==> config.mk <==
export PLATFORM = sky130hd
export DESIGN_NAME = param_fifo
export DESIGN_NICKNAME = d
export VERILOG_FILES = /design/src/rtl/param_fifo.sv
export SDC_FILE = /design/constraint.sdc
export NUM_CORES = 1
export LEC_CHECK = 0
export CAP_MARGIN = 40
export CORE_AREA = 5 5 330 235
export CTS_CLUSTER_SIZE = 30
export DETAILED_ROUTE_END_ITERATION = 10
export DIE_AREA = 0 0 335 240
export PLACE_DENSITY = 0.72
export SETUP_SLACK_MARGIN = 0.15
export SYNTH_ARGS = -nofsm -noshare
export SYNTH_HDL_FRONTEND = slang
export SYNTH_SLANG_ARGS = --single-unit
==> constraint.sdc <==
create_clock -name clk -period 2.77 [get_ports clk]
set_input_delay 0.554 -clock clk [delete_from_list [all_inputs] [get_ports clk]]
set_output_delay 0.554 -clock clk [all_outputs]
set_load 0.01 [all_outputs]
==> src/rtl/param_fifo.sv <==
// Parameterised single-clock FIFO with show-ahead read and level flags.
// Optional sticky overflow/underflow flags: define PARAM_FIFO_ERR_FLAGS_EN.
module param_fifo #(
  parameter int WIDTH    = 16,
  parameter int DEPTH    = 64,
  parameter int AF_LEVEL = DEPTH - 4,
  parameter int AE_LEVEL = 4
) (
  input  logic                     clk,
  input  logic                     rst,
  input  logic [WIDTH-1:0]         wdata,
  input  logic                     wen,
  output logic [WIDTH-1:0]         rdata,
  input  logic                     ren,
  input  logic                     flush,
  output logic                     full,
  output logic                     empty,
  output logic                     almost_full,
  output logic                     almost_empty,
  output logic [$clog2(DEPTH):0]   count,
  output logic                     overflow,
  output logic                     underflow
);

  localparam int AW = $clog2(DEPTH);
  localparam int CW = AW + 1;

  localparam logic [CW-1:0] AF_TH = CW'(AF_LEVEL);
  localparam logic [CW-1:0] AE_TH = CW'(AE_LEVEL);

  logic [WIDTH-1:0] mem [DEPTH];

  logic [AW:0] wptr;
  logic [AW:0] rptr;
  logic        wvalid;
  logic        rvalid;

  // Accepted transfers: flush swallows both requests.
  assign wvalid = wen & ~full  & ~flush;
  assign rvalid = ren & ~empty & ~flush;

  // Status from registered pointers; wrap bit separates full from empty.
  assign empty = (wptr == rptr);
  assign full  = (wptr[AW] != rptr[AW]) &&
                 (wptr[AW-1:0] == rptr[AW-1:0]);

  // Level flags from the registered occupancy.
  assign almost_full  = (count >= AF_TH);
  assign almost_empty = (count <= AE_TH);

  // Show-ahead head word.
  assign rdata = mem[rptr[AW-1:0]];

  // Storage is not reset; only accepted writes touch it.
  always_ff @(posedge clk) begin
    if (wvalid) begin
      mem[wptr[AW-1:0]] <= wdata;
    end
  end

  // Write pointer: advance on accepted write, clear on flush.
  always_ff @(posedge clk or posedge rst) begin
    if (rst) begin
      wptr <= '0;
    end else if (flush) begin
      wptr <= '0;
    end else if (wvalid) begin
      wptr <= wptr + 1'b1;
    end
  end

  // Read pointer: advance on accepted read, clear on flush.
  always_ff @(posedge clk or posedge rst) begin
    if (rst) begin
      rptr <= '0;
    end else if (flush) begin
      rptr <= '0;
    end else if (rvalid) begin
      rptr <= rptr + 1'b1;
    end
  end

  // Occupancy tracks wptr - rptr, updated alongside the pointers.
  always_ff @(posedge clk or posedge rst) begin
    if (rst) begin
      count <= '0;
    end else if (flush) begin
      count <= '0;
    end else begin
      unique case ({wvalid, rvalid})
        2'b10:   count <= count + 1'b1;
        2'b01:   count <= count - 1'b1;
        default: count <= count;
      endcase
    end
  end

`ifdef PARAM_FIFO_ERR_FLAGS_EN
  // Sticky overflow: write attempted while full, held until flush.
  always_ff @(posedge clk or posedge rst) begin
    if (rst) begin
      overflow <= 1'b0;
    end else if (flush) begin
      overflow <= 1'b0;
    end else if (wen && full) begin
      overflow <= 1'b1;
    end
  end

  // Sticky underflow: read attempted while empty, held until flush.
  always_ff @(posedge clk or posedge rst) begin
    if (rst) begin
      underflow <= 1'b0;
    end else if (flush) begin
      underflow <= 1'b0;
    end else if (ren && empty) begin
      underflow <= 1'b1;
    end
  end
`else
  assign overflow  = 1'b0;
  assign underflow = 1'b0;
`endif

endmodule

* Word-level counts from Yosys, hierarchy flattened *
Memories as Yosys holds them, arrays and structs flattened.
Index checks and enable logic that the tools add are counted.

operators by class
  add/sub/neg operators = 4
  magnitude comparators = 2
  equality and inequality tests = 5
  mux-type cells = 8
  bitwise gates (word level) = 7
  reductions and logical operators = 4

operator list
  operator             count
  $mux 7               5
  $add 7x1->7 const B  3
  $pmux 7 s2           1
  $eq 7x7->1           1
  $ge 7x6->1 const B   1
  $le 7x3->1 const B   1
  $sub 7x1->7 const B  1
  $eq 6x6->1           1
  $and 1x1->1          4
  $reduce_bool 2->1    2
  $not 1->1            3
  $reduce_bool 3->1    1
  $eq 2x1->1 const B   1
  $eq 2x2->1 const B   1
  $mux 1               2
  $logic_and 1x1->1    1
  $ne 1x1->1           1

word-level totals
  register bits = 21
  RAM bits = 1,024
  input port bits = 21
  word-level logic and storage cells = 34
  memories kept = 1

memories
  memory  words  bits a word  read ports  clocked after Yosys merged registers in  wr ports  RTL line  text
  mem     64     16           1           0                                        1         31        logic [WIDTH-1:0] mem [DEPTH];

* Longest topological paths before layout *
  depth after elaboration = 8
  mapped depth = 14
  gate-level depth less buffers = 12

* Worst setup path before layout *
OpenSTA, ideal clock, no wires.

  kind = reg2reg
  from = register wptr[1]
  to = register count[6]
  arrival = 2,821 ps
  slack = -186 ps
  stages on the path, launching flop included = 15
  path buffers = 2
  period minus slack after synthesis = 2,956 ps
  cells stage by stage = dfrtp_1 -> buf_2 -> xnor2_1 -> nand4_2 -> o31a_1 -> buf_4 -> nand3_1 -> inv_1 -> ha_1 -> nor2b_1 -> o31a_1 -> o21ai_0 -> and4_1 -> o21ai_0 -> nor3b_2

between the ends
  longest elaborated chain between the ends = 8
  elaborated cells between the ends (all ways) = 14
  classes of those cells = eq/ne (4); mux (2); bitwise (6); reduce/logical (2)

RTL lines
  element                                   RTL line  text
  start, declared                           33        logic [AW:0] wptr;
  start signal, assigned                    68        wptr <= wptr + 1'b1;
  $eq 6x6->1                                45        (wptr[AW-1:0] == rptr[AW-1:0]);
  $logic_and 1x1->1                         44        assign full = (wptr[AW] != rptr[AW]) &&
  $not 1->1                                 39        assign wvalid = wen & ~full & ~flush;
  $and 1x1->1 (2 in series)                 39
  $eq 2x1->1 or $eq 2x2->1 (tied branches)  90        unique case ({wvalid, rvalid})
  $pmux 7 s2                                90
  $mux 7                                    87        end else if (flush) begin
  end signal, assigned                      91        2'b10: count <= count + 1'b1;
  end signal, assigned                      92        2'b01: count <= count - 1'b1;
  end signal, assigned                      93        default: count <= count;
  end, declared                             20        output logic [$clog2(DEPTH):0] count,

Several ways; a longest one is shown, not always the timed one.
A chain may end at the register's enable or synchronous reset.

* Final worst setup path *
  from = register rptr[0]
  to = output port rdata[10]

between the ends
  longest elaborated chain between the ends = 1

RTL lines
  element                 RTL line  text
  start, declared         34        logic [AW:0] rptr;
  start signal, assigned  79        rptr <= rptr + 1'b1;
  $mem_v2 64x16           -
  end, declared           13        output logic [WIDTH-1:0] rdata,

No other way between the ends.

==> flow_summary.ini <==
[layout]
fin_area_um2 = 51120
final_nets = 2432
layout-drive-gt1-share_pct = 40.44
fin_util_pct = 68.89
fin_cells = 3468
area_growth_pct = 24.96

[synthesis]
synth_seq_cells = 1045
synth_edf_count = 1024
synth-compound-area-share_pct = 3.001
yosysSeqAreaShare_pct = 76.46
synth_top_family_by_area = multiplexers
synth_most_common_cell = edfxtp_1
syn_inst = 1959
synth-simple-area-share_pct = 2.722
post_synth_xor_area_fraction_pct = 0.4894
synth_top_area_cell = edfxtp_1
synth.avg_cell_area_um2 = 20.88
synth_ff_type = edfxtp_1
yosys-top-cells-count = edfxtp_1, mux4_2, nor2_1, mux2i_1, nand2_1
synth_cell_types = 60
synth_top_area_share_pct = 75.17
synth.area.mux_share_pct = 15.21
ys_warn_count = 0
synth_area_um2 = 40910
synthTopCellsByArea = edfxtp_1, mux4_2, mux2i_1
synthAdderAreaFrac_pct = 0.2631
ys_async_sr_fraction_pct = 2.010

[route]
routed_wl_mm = 112.2
via_per_inst = 6.454
avgRoutedWirePerCell_um = 32.36
dr.pass1.iters = 6
drt_iter0_drc = 3190
antenna_left = 0
drc = 0
vias = 22380

[sta]
final.period_utilization_pct = 141.2
timing.setup.tns_ns = -535.55
drv_slew = 0
whs_ns = 0.2558
timing.slew.headroom_pct = 38.43
fmax_ghz = 0.2557
layout_setup_ws_ns = -1.140
finalHoldViolations = 0
finalSetupViolCount = 1049
rsz0062_at_grt = true
worstMarginPinSlew_ns = 0.9235
period_needed_ns = 3.910
fin_skew_ns = 0.03921

[grt]
grt.busiest_layer = met2
grt_max_degree = 65
grt_pass1_vias = 22320
grt_antenna_before_repair = 3
grt_pass1_wl_mm = 154.6
grt_util_met3_pct = 10.50
grtUsageMet1_pct = 37.83
grt.total_usage_pct = 26.93
grt_util_met2_pct = 40.98
overflow = 0

[die]
fp.dieW_um = 335
rows = 84
pin_count = 50
die_area_um2 = 80400
die-height_um = 240
initial_utilization_pct = 55.13
core-area_um2 = 74200

[critical_path]
path_class = flop to primary output
r2r_cells = 17
r2r_start = rptr[0]
path_max_fanout = 6
worstSetupEndpointType = primary output
cp_slowest_cell = o211ai_1
r2r_end = mem[26][9]
crit_chain = buf_12 -> buf_12 -> buf_12 -> mux4_2 -> o211ai_1 -> nand2_1 -> a21oi_4 -> nor2_4 -> buf_6
start_kind = flop
critPathMaxStageDelay_ns = 0.61
worst-endpoint-required_ns = 2.22
rrSetupSlack_ns = -0.68
crit_top_cell = buf_12
arrival_ns = 3.36

[clock_tree]
cts_tree = built
clk_latency_ns = 0.68
root_buffer = clkbuf_16
cts_num_sinks = 1045
cts_buffer_depth = 3
cts_buffers = 93
clk_pin_slew_ns = 0.07
cts_max_level = 3

[placement]
post_dp_cell_area_um2 = 45250
io_buffers = 47
dp_hpwl_mm = 63.56
dp_slack_ns = -0.9457
place_inst = 3182
gp_congestion = 0.8853

[worst_hold_path]
min_from = wdata[8]
hold_class = primary input to flop
hold_end = mem[30][8]
whs_path_depth = 1

[outcome]
outcome = finished, violations left
violations = setup timing

[power_and_ir_drop]
finalPower_mw = 36.23
power.density_cell_area_nw_per_um2 = 708.9
leakage_nw = 16.29
peakVddDrop_mv = 0.6539

[flow_run]
maxCapViolations = 0
cell type report:
cell class / instances / area [um2]
antenna: 1 / 2.502
fill: 4411 / 23090
sequential: 1045 / 31290
timing repair buffer: 462 / 5680
tap: 989 / 1237
multi-input combinational: 789 / 9892
inverter: 12 / 53.80
clock inverter: 57 / 538.0
clock buffer: 113 / 2424
registers in the layout, summed over array words and instances (netlist names):
name and cells:
mem 1024, count 7, rptr 7, wptr 7
power by group:
part / leakage (nW) / switching (mW) / internal, mW
combinational: 5.36 / 2.72 / 3.24
clock: 1.45 / 5.70 / 7.09
sequential: 9.48 / 0.0792 / 17.4
total: 16.3 / 8.50 / 27.7
cell usage in the layout (no fill, tap or decap), types with 18 or more instances in the layout:
| cell type | count |
|---|---|
| clkbuf_1 | 19 |
| a22oi_1 | 20 |
| mux4_2 | 238 |
| buf_4 | 221 |
| buf_6 | 52 |
| edfxtp_1 | 1024 |
| nand2_1 | 59 |
| nor2_1 | 59 |
| clkinv_2 | 21 |
| buf_2 | 27 |
| nor2_4 | 30 |
| mux2i_1 | 74 |
| buf_12 | 100 |
| o21ai_0 | 23 |
| clkbuf_16 | 112 |
| o21ai_1 | 19 |
| nor2_2 | 18 |
how the worst max path moves through the flow:
| stage | to | slack [ns] | startpoint | cells past startpoint |
|---|---|---|---|---|
| final | rdata[10] | -1.14 | rptr[0] | 9 |
| after global placement | rdata[10] | -1.02 | rptr[0] | 8 |
| after floorplan | count[6] | 0.07 | rptr[2] | 12 |
| after CTS | rdata[15] | -1.08 | rptr[0] | 9 |
| after detailed placement | rdata[10] | -0.95 | rptr[0] | 10 |
| after global routing | rdata[8] | -1.23 | rptr[0] | 14 |
logic make-up after synthesis:
| family | after synthesis |
|---|---|
| xor gates and xnor gates | 22 |
| and+or+nand+nor | 248 |
| buffers and inverters | 126 |
| muxes | 323 |
| adders and majority gates | 8 |
| DFF | 1045 |
| AOI/OAI and AO/OA | 186 |
| other | 1 |
worst max-delay path: cells and delay by family, from the launching register on:
| kind | cells | cell delay, ns |
|---|---|---|
| flip-flops | 1 | 0.51 |
| multiplexers | 1 | 0.41 |
| AO/OA/AOI/OAI | 2 | 0.85 |
| buffers and inverters | 4 | 0.57 |
| AND/OR/NAND/NOR | 2 | 0.33 |
per-layer routing:
layer | share of wire [%] | wire length, um
met3 | 14 | 15830
met1 | 37 | 42020
met4 | 2.4 | 2704
met5 | 0.0098 | 11
met2 | 46 | 51640
timing repair:
item,4_1_cts,5_1_grt
pin swaps,68,55
cloned,17,17
setup buffers,58,23
setup endpoints to repair,1050,1056
hold buffers,0,0
resized for setup,298,124
(Power assumes the default switching activity.)
